File: src/rtl/serial_line_arbiter_if.sv
// -----------------------------------------------------------------------------
// serial_line_arbiter_if
//
// Bundle of the serial sources and the merged-line outputs of
// serial_line_arbiter.
//
// Handshake: there is no valid/ready pair on this bus. src_in/src_en are
// sampled on every rising clk_sys edge. line_out, owner, owner_valid and
// collision are registered, change only after that edge, and are meaningful
// every cycle; owner is only meaningful while owner_valid = 1.
//
// Signals:
//   src_in      [N-1:0]  serial level of each source
//   src_en      [N-1:0]  per-source enable
//   line_out             merged serial line
//   owner       [OW-1:0] index of the current owner
//   owner_valid          line is currently owned
//   collision            one-cycle pulse: a non-owner edge was rejected
//   dbg_state   [0:0]    arbiter FSM state (0 = IDLE, 1 = OWNED)
//
// Modports:
//   master : the side that drives the sources (core / testbench)
//   slave  : the arbiter
// -----------------------------------------------------------------------------
interface serial_line_arbiter_if #(
   parameter int N  = 3,
   parameter int OW = (N > 1) ? $clog2(N) : 1
);
   logic [N-1:0]  src_in;
   logic [N-1:0]  src_en;
   logic          line_out;
   logic [OW-1:0] owner;
   logic          owner_valid;
   logic          collision;
   logic [0:0]    dbg_state;

   modport master (
      output src_in,
      output src_en,
      input  line_out,
      input  owner,
      input  owner_valid,
      input  collision,
      input  dbg_state
   );

   modport slave (
      input  src_in,
      input  src_en,
      output line_out,
      output owner,
      output owner_valid,
      output collision,
      output dbg_state
   );
endinterface

File: src/rtl/serial_line_arbiter.sv
// -----------------------------------------------------------------------------
// serial_line_arbiter
//
// Merges N serial transmitters (tape, MIDI, UART, ...) onto the single
// UART_TX line. The first enabled source that toggles takes the line and
// keeps it until it has been quiet at the idle level for TIMEOUT cycles or
// is disabled. Edges from other sources while the line is owned are dropped
// and reported on collision.
//
// Parameters:
//   N          number of sources (>= 1)
//   IDLE_LEVEL line level with no owner; reset value of the edge history
//   TIMEOUT    owner-quiet cycles before release (>= 1)
//
// Ports:
//   clk_sys    system clock
//   reset      synchronous, active-high reset
//   bus        serial_line_arbiter_if.slave (src_in, src_en in; line_out,
//              owner, owner_valid, collision, dbg_state out, all registered)
// -----------------------------------------------------------------------------
module serial_line_arbiter #(
   parameter int   N          = 3,
   parameter logic IDLE_LEVEL = 1'b1,
   parameter int   TIMEOUT    = 65535
) (
   input logic                  clk_sys,
   input logic                  reset,
   serial_line_arbiter_if.slave bus
);

   localparam int OW = (N > 1) ? $clog2(N) : 1;
   localparam int TW = $clog2(TIMEOUT + 1);
   localparam logic [TW-1:0] TIMER_LOAD = TW'(TIMEOUT);

   localparam logic [0:0] ST_IDLE  = 1'b0;
   localparam logic [0:0] ST_OWNED = 1'b1;

   // Index of the lowest set bit of v (0 when v is empty).
   function automatic logic [OW-1:0] lowest_idx(input logic [N-1:0] v);
      logic [OW-1:0] idx;
      idx = '0;
      for (int i = N - 1; i >= 0; i--) begin
         if (v[i]) idx = OW'(i);
      end
      return idx;
   endfunction

   // Bit idx of v; loop form keeps the select in range for any owner value.
   function automatic logic sel_bit(input logic [N-1:0] v, input logic [OW-1:0] idx);
      logic b;
      b = 1'b0;
      for (int i = 0; i < N; i++) begin
         if (OW'(i) == idx) b = v[i];
      end
      return b;
   endfunction

   // True when more than one bit of v is set, i.e. the lowest-index winner
   // has at least one loser alongside it.
   function automatic logic has_loser(input logic [N-1:0] v);
      return |(v & (v - N'(1)));
   endfunction

   // Registers
   logic [0:0]    r_state;
   logic [N-1:0]  r_prev;
   logic [TW-1:0] r_timer;
   logic [OW-1:0] r_owner;
   logic          r_owner_valid;
   logic          r_line;
   logic          r_collision;

   // Combinational
   logic [N-1:0]  w_edge;
   logic [N-1:0]  w_other_edge;
   logic          w_own_edge;
   logic          w_own_level;
   logic          w_own_en;
   logic          w_release;
   logic [0:0]    w_nxt_state;
   logic [TW-1:0] w_nxt_timer;
   logic [OW-1:0] w_nxt_owner;
   logic          w_nxt_owner_valid;
   logic          w_nxt_line;
   logic          w_nxt_collision;

   // Edge detection. prev follows src_in regardless of enable so a source
   // that gets enabled does not see a stale history as an edge.
   always_comb begin
      w_edge      = (bus.src_in ^ r_prev) & bus.src_en;
      w_own_edge  = sel_bit(w_edge, r_owner);
      w_own_level = sel_bit(bus.src_in, r_owner);
      w_own_en    = sel_bit(bus.src_en, r_owner);
      w_other_edge = '0;
      for (int i = 0; i < N; i++) begin
         w_other_edge[i] = w_edge[i] & (r_owner != OW'(i));
      end
      // Timer release needs the owner quiet and parked at idle; a disabled
      // owner is dropped unconditionally.
      w_release = ((r_timer == '0) && !w_own_edge && (w_own_level == IDLE_LEVEL))
                  || !w_own_en;
   end

   // Next-state logic
   always_comb begin
      w_nxt_state       = r_state;
      w_nxt_timer       = r_timer;
      w_nxt_owner       = r_owner;
      w_nxt_owner_valid = r_owner_valid;
      w_nxt_line        = r_line;
      w_nxt_collision   = 1'b0;

      case (r_state)
         ST_IDLE: begin
            if (|w_edge) begin
               w_nxt_state       = ST_OWNED;
               w_nxt_owner       = lowest_idx(w_edge);
               w_nxt_owner_valid = 1'b1;
               w_nxt_line        = sel_bit(bus.src_in, lowest_idx(w_edge));
               w_nxt_timer       = TIMER_LOAD;
               w_nxt_collision   = has_loser(w_edge);
            end else begin
               w_nxt_owner_valid = 1'b0;
               w_nxt_line        = IDLE_LEVEL;
            end
         end

         ST_OWNED: begin
            if (w_release) begin
               if (|w_other_edge) begin
                  // Handover: the lowest edging non-owner takes the line in
                  // the same cycle, so owner_valid never drops.
                  w_nxt_state       = ST_OWNED;
                  w_nxt_owner       = lowest_idx(w_other_edge);
                  w_nxt_owner_valid = 1'b1;
                  w_nxt_line        = sel_bit(bus.src_in, lowest_idx(w_other_edge));
                  w_nxt_timer       = TIMER_LOAD;
                  w_nxt_collision   = has_loser(w_other_edge);
               end else begin
                  w_nxt_state       = ST_IDLE;
                  w_nxt_owner_valid = 1'b0;
                  w_nxt_line        = IDLE_LEVEL;
                  w_nxt_timer       = '0;
               end
            end else begin
               w_nxt_line      = w_own_level;
               w_nxt_collision = |w_other_edge;
               if (w_own_edge) begin
                  w_nxt_timer = TIMER_LOAD;
               end else if (r_timer != '0) begin
                  w_nxt_timer = r_timer - TW'(1);
               end
            end
         end

         default: begin
            w_nxt_state       = ST_IDLE;
            w_nxt_owner_valid = 1'b0;
            w_nxt_line        = IDLE_LEVEL;
            w_nxt_timer       = '0;
         end
      endcase
   end

   // State registers. During reset prev is forced to the idle level, so any
   // source toggle in a reset cycle is lost.
   always_ff @(posedge clk_sys) begin
      if (reset) begin
         r_state       <= ST_IDLE;
         r_prev        <= {N{IDLE_LEVEL}};
         r_timer       <= '0;
         r_owner       <= '0;
         r_owner_valid <= 1'b0;
         r_line        <= IDLE_LEVEL;
         r_collision   <= 1'b0;
      end else begin
         r_state       <= w_nxt_state;
         r_prev        <= bus.src_in;
         r_timer       <= w_nxt_timer;
         r_owner       <= w_nxt_owner;
         r_owner_valid <= w_nxt_owner_valid;
         r_line        <= w_nxt_line;
         r_collision   <= w_nxt_collision;
      end
   end

   assign bus.line_out    = r_line;
   assign bus.owner       = r_owner;
   assign bus.owner_valid = r_owner_valid;
   assign bus.collision   = r_collision;
   assign bus.dbg_state   = r_state;

endmodule
File: src/flat_wrapper.sv
// flat-port wrapper written by rule: the top's interface ports become plain ports
module serial_line_arbiter_flat 
#(
   parameter int   N          = 3,
   parameter logic IDLE_LEVEL = 1'b1,
   parameter int   TIMEOUT    = 65535
)
  (clk_sys, reset, bus_src_in, bus_src_en, bus_line_out, bus_owner, bus_owner_valid, bus_collision, bus_dbg_state);
  serial_line_arbiter_if #(.N(N)) bus_i ();
  input logic clk_sys;
  input logic reset;
  input wire logic [$bits(bus_i.src_in)-1:0] bus_src_in;
  input wire logic [$bits(bus_i.src_en)-1:0] bus_src_en;
  output wire logic [$bits(bus_i.line_out)-1:0] bus_line_out;
  output wire logic [$bits(bus_i.owner)-1:0] bus_owner;
  output wire logic [$bits(bus_i.owner_valid)-1:0] bus_owner_valid;
  output wire logic [$bits(bus_i.collision)-1:0] bus_collision;
  output wire logic [$bits(bus_i.dbg_state)-1:0] bus_dbg_state;
  assign bus_i.src_in = bus_src_in;
  assign bus_i.src_en = bus_src_en;
  assign bus_line_out = bus_i.line_out;
  assign bus_owner = bus_i.owner;
  assign bus_owner_valid = bus_i.owner_valid;
  assign bus_collision = bus_i.collision;
  assign bus_dbg_state = bus_i.dbg_state;
  serial_line_arbiter #(.N(N), .IDLE_LEVEL(IDLE_LEVEL), .TIMEOUT(TIMEOUT)) u_core (.clk_sys(clk_sys), .reset(reset), .bus(bus_i));
endmodule
File: config.mk
export PLATFORM = sky130hd
export DESIGN_NAME = serial_line_arbiter_flat
export DESIGN_NICKNAME = d
export VERILOG_FILES = /design/src/rtl/serial_line_arbiter_if.sv /design/src/rtl/serial_line_arbiter.sv /design/src/flat_wrapper.sv
export SDC_FILE = /design/constraint.sdc
export NUM_CORES = 1
export LEC_CHECK = 0
export ABC_AREA = 1
export BUFFER_PORTS_ARGS = -buffer_cell sky130_fd_sc_hd__buf_2
export CAP_MARGIN = 0
export CORE_ASPECT_RATIO = 0.6
export CORE_MARGIN = 3
export CORE_UTILIZATION = 46
export DETAILED_ROUTE_END_ITERATION = 8
export PLACE_DENSITY = 0.71
export SLEW_MARGIN = 30
export SYNTH_ARGS = -nofsm -noshare
export SYNTH_HDL_FRONTEND = slang
export SYNTH_SLANG_ARGS = --single-unit
File: constraint.sdc
create_clock -name clk_sys -period 1.8 [get_ports clk_sys]
set_clock_uncertainty 0.1 [all_clocks]
set_input_delay 0.27 -clock clk_sys [delete_from_list [all_inputs] [get_ports clk_sys]]
set_output_delay 0.27 -clock clk_sys [all_outputs]
set_load 0.05 [all_outputs]
# Yosys cells after proc, flatten, opt, wreduce, memory -nomap -nowiden
# Index checks and enable logic that the tools add are counted.
word_totals:
  elab_cells: 94
  regBits: 25
  out_inout_bits: 6
  inputBits: 8
classes:
  muxes: 47
  eq_ne: 12
  bitwise_logic: 8
  reduce_logical: 17
  addsub: 3
ops:
  columns: ["cell", "count"]
  rows:
  - ["2-to-1 mux 16 bit", 5]
  - ["one-hot mux 16 bit (2 select lines)", 1]
  - ["2-to-1 mux 1 bit", 25]
  - ["2-to-1 mux 2 bit", 11]
  - ["logical NOT 16 bit", 1]
  - ["nonzero test 16 bit", 1]
  - ["subtractor 16 x 1 -> 16 bit, second input constant", 1]
  - ["OR reduction 3 bit", 4]
  - ["AND 3 bit", 3]
  - ["one-hot mux 1 bit (2 select lines)", 4]
  - ["== test 1 x 2 -> 1 bit, first input constant", 3]
  - ["== test 2 bit, first input constant", 3]
  - ["logical NOT 2 bit", 3]
  - ["!= test 2 bit, second input constant", 3]
  - ["subtractor 3 x 1 -> 3 bit, second input constant", 2]
  - ["!= test 2 x 1 -> 1 bit, second input constant", 2]
  - ["!= test 4 bit, second input constant", 1]
  - ["one-hot mux 2 bit (2 select lines)", 1]
  - ["AND 1 bit", 3]
  - ["AND reduction 3 bit", 1]
  - ["XOR 3 bit", 1]
  - ["logical AND 1 bit", 2]
  - ["logical NOT 1 bit", 2]
  - ["AND reduction 2 bit", 1]
  - ["3 further kinds", 3]

# Depth between registers and ports, before layout
logic_depth:
  word_depth: 18
  depth_mapped: 14
  depth_no_buf: 13

# Worst setup path before layout
# OpenSTA, ideal clock, no wires.
synth_path:
  kind: "register to register"
  startpoint: "reg u_core.r_owner[1] (netlist: u_core.bus.owner[1])"
  endpoint: "reg u_core.r_timer[4]"
  t_arrival_ps: 1789
  stages_incl_launch_ff: 13
  required_ps: 1589
  setup_time_ps: 111
  path_buffers: 1
  path_slack_ps: -200
  period_less_slack_ps: 2000
  path_cell_list: "dfxtp_1 -> inv_2 -> nor2_1 -> inv_1 -> nor2_2 -> nor2_4 -> nand3_4 -> nand3_4 -> nand2_4 -> buf_6 -> nand2_1 -> nor2_1 -> nor2_1"
synth_between:
  elab_chain_len: 10
  word_cells_on_any_way: 30
  cone_classes: "5 x eq/ne; 13 x mux; 3 x bitwise; 9 x reduce/logical"
synth_lines:
  columns: ["element", "line", "source"]
  rows:
  - ["start, declared", "serial_line_arbiter.sv:68", "logic [OW-1:0] r_owner;"]
  - ["start signal, assigned", "serial_line_arbiter.sv:180", "r_owner <= w_nxt_owner;"]
  - ["logical NOT 2 bit", "serial_line_arbiter.sv:53", "if (OW'(i) == idx) b = v[i];"]
  - ["2-to-1 mux 1 bit (3 in a row)", "serial_line_arbiter.sv:53", null]
  - ["logical NOT 1 bit", "serial_line_arbiter.sv:100", "w_release = ((r_timer == '0) && !w_own_edge && (w_own_level == IDLE_LEVEL))"]
  - ["logical AND 1 bit (2 in a row)", "serial_line_arbiter.sv:100", null]
  - ["logical OR 1 bit", "serial_line_arbiter.sv:101", "|| !w_own_en;"]
  - ["!= test 4 bit (no line) or 2-to-1 mux 16 bit (tied branches)", null, null]
  - ["AND reduction 2 bit (no line) or one-hot mux 16 bit (2 select lines) (tied branches)", null, null]
  - ["end signal, assigned", "serial_line_arbiter.sv:179", "r_timer <= w_nxt_timer;"]
  - ["end, declared", "serial_line_arbiter.sv:67", "logic [TW-1:0] r_timer;"]
# Several ways; a longest one is shown, not always the timed one.
# A chain may end at the register's enable or synchronous reset.

# Final worst setup path
layout_path:
  startpoint: "reg u_core.r_timer[7]"
  endpoint: "reg u_core.r_timer[14]"
layout_between:
  elab_chain_len: 6
  word_cells_on_any_way: 12
  cone_classes: "1 x add/sub; 1 x eq/ne; 4 x mux; 6 x reduce/logical"
layout_lines:
  columns: ["element"]
  rows:
  - ["branches (longest 6 deep; another with subtractor 16 x 1 -> 16 bit)"]
# Several ways; the timed one is not identified. The select of a mux whose other input is x is not followed.

==> metrics.yaml <==
sta:
  setup_viol: 0
  fin_ws_ns: 0.0341
  finalCriticalPeriod_ns: 1.77
  period_share_pct: 98.1
  tightest_slew_ns: 0.300
  clock.fmax_mhz: 566
  slew-limit-headroom_pct: 80.0
  rsz0062_at_grt: "yes"
  hold_viol: 0
  timing.final.max_slew_violations: 0
  final.setup.tns_ns: 0
outcome:
  outcome: "completed"
power_and_ir_drop:
  max-vdd-ir-drop_v: 0.000507
  p_per_area_nw_per_um2: 907
  p_leak_nw: 1.28
synth:
  netlist_top_cells_area: "dfxtp_1 26%, nand2_1 22%, nor2_1 13%"
  syn_area_per_cell_um2: 5.56
  synth.cell_area_um2: 1950
  synth_nets: 361
  seq_area_frac_synth_pct: 25.6
  yosysWarnings: 0
  synth.largest_area_cell: "dfxtp_1"
  synthCells: 351
  synth.distinct_cells: 27
  synth_top_area_share_pct: 25.6
  synth-seq-cells: 25
global_route:
  antenna_found_initial: 0
  track_usage_pct: 22.7
  grt_pass1_wl_um: 9320
  first_global_vias: 1973
  grt_max_degree: 25
  grt_remaining_overflow: 0
layout:
  fin_nets: 400
  regArea_um2: 527
  antenna_cells: 0
  final_layout_size_suffix_gt1_share_pct: 28.0
  layout_common_cells: "108 x nand2_1, 48 x nor2_1, 44 x nand3_1, 37 x inv_1, 26 x buf_4"
  fill_cells: 355
  final_common_cell: "nand2_1"
  instances_no_fill: 446
  multi_input_area_um2: 1370
  fin_util_pct: 66.0
  area_growth_pct: 30.8
setup_path:
  timing.rr.start: "u_core.r_timer[7]"
  startpoint: "u_core.r_timer[7]"
  critPathCaptureType: "flop"
  slowest_stage: "dfxtp_2"
  worst_path_dominant_cell_family: "simple AND/OR/NAND/NOR gates"
  critical_path_class: "reg2reg"
  worstPathCellList: "nor2_4, nand2_2, nor2_2, nand3_1, nor2_2, nand4_1, nand2_4, clkbuf_16, nand2_1, nand2_1, nor2_1"
  reg2reg_slack_ns: 0.03
  required_ns: 1.88
  rr_worst_depth: 11
  cp_data_arrival_time_ns: 1.85
  worst-path-buf-inv: 1
  worstReg2RegEnd: "u_core.r_timer[14]"
  critPathLaunchType: "flop"
  critPathCapture: "u_core.r_timer[14]"
  max_stage_delay_ns: 0.35
  cp.depth: 11
  crit_fanout: 6
clock_network:
  hold_buffers: 0
  cts-root-buf: "clkbuf_8"
  cts_tree: "done"
  worstSkewPairLatency_ns: 0.28
  numCtsBuffers: 3
  htreeDepth: 1
  clkSinkCount: 25
  clockBufferDepth: 2
  cts.clk_slew.worst_paths_ns: 0.09
die:
  initial_core_util_pct: 50.4
  dieArea_um2: 5090
  core_um2: 3870
  die_h_um: 56.5
  ios: 14
  core.rowCount: 17
  die_w_um: 90.1
placement:
  dpl.hpwl_um: 4080
  dp.cells: 435
  io_buffers: 13
  routabilityCongestion: 0.965
  dp_slack_ns: -0.0210
routing:
  drc: 0
  drtPass1Iterations: 5
  wirelength_um: 6000
  routedWlPerCell_um: 13.5
  drtAntennaViolNets: 0
  vias: 2283
  viasPerCell: 5.12
  drt_iter0_markers: 303
job:
  cap_violations: 0
worst_hold_path:
  hold_path.class: "in2reg"
[state kept, by name, summed over array words and instances (netlist names)]
signal and count:
u_core.bus.dbg_state 1, u_core.bus.line_out 1, u_core.bus.collision 1, u_core.bus.owner_valid 1
u_core.r_timer 16, u_core.r_prev 3, u_core.bus.owner 2
[cells by family (layout without fill, tap and decap cells)]
group | count (synthesis) | count (layout) | synth area share [%]
AND/OR/NAND/NOR | 243 | 244 | 53.7
XOR/XNOR | 1 | 1 | 0.449
AO/OA/AOI/OAI | 24 | 24 | 6.80
flip-flops | 25 | 25 | 25.6
buffers and inverters | 56 | 93 | 12.1
adder cells (fa/ha/maj) | 2 | 2 | 1.28
[cell type report]
class                      instances  share of cell area, %
inverter                          45                   7.01
multi-input combinational        271                   53.6
clock buffer                       4                   1.76
tap                               57                   2.79
sequential                        25                   20.6
timing repair buffer              44                   14.2
[cells in the mapped netlist, drive strengths merged]
cell type	number
nand3b	1
clkinv	1
nand4	5
nand3	49
o221ai	1
buf	9
inv	44
ha	2
clkbuf	2
dfxtp	25
nand2	118
o21ai	12
xor2	1
or2	1
a21oi	9
nor2	69
o211ai	2
[timing repair]
item	4_1_cts	5_1_grt
endpoints found under the setup margin	0	20
buffers inserted	0	4
resized for setup	0	61
[routing by layer]
metal	vias up	part of all wire, %	global-route usage [%]
li1	1179	-	-
met1	1006	51	36.0
met2	96	39	30.0
met3	2	9.7	5.89
met4	0	0.48	3.70
met5	-	0	0
[power breakdown]
group | internal (W) | total [W] | leakage (nW) | switching [W]
Sequential | 0.000651 | 0.000747 | 0.212 | 0.0000960
Clock | 0.000159 | 0.000355 | 0.0228 | 0.000196
Combinational | 0.000467 | 0.00121 | 1.04 | 0.000747
[worst min path at each step]
stage / startpoint / end / slack (ns) / depth (start not counted)
global placement: u_core.bus.owner_valid / u_core.bus.owner_valid / 0.35 / 2
floorplan: reset / u_core.bus.owner[0] / 0.23 / 1
finish: reset / u_core.bus.owner[0] / 0.06 / 2
detailed placement: u_core.bus.owner_valid / u_core.bus.owner_valid / 0.35 / 2
CTS: reset / u_core.bus.owner[0] / 0.06 / 2
global route: reset / u_core.bus.owner[0] / 0.06 / 2
[per-stage QoR]
step	hold WS (ns)	total power, W	instance area, µm²
floorplan	0.232	0.00145	1960
global placement	0.348	0.00174	2240
detailed placement	0.354	0.00175	2240
CTS	0.0595	0.00210	2280
global route	0.0608	0.00249	2550
finish	0.0618	0.00232	2550
Note: power is estimated with default switching activity, not from simulation.
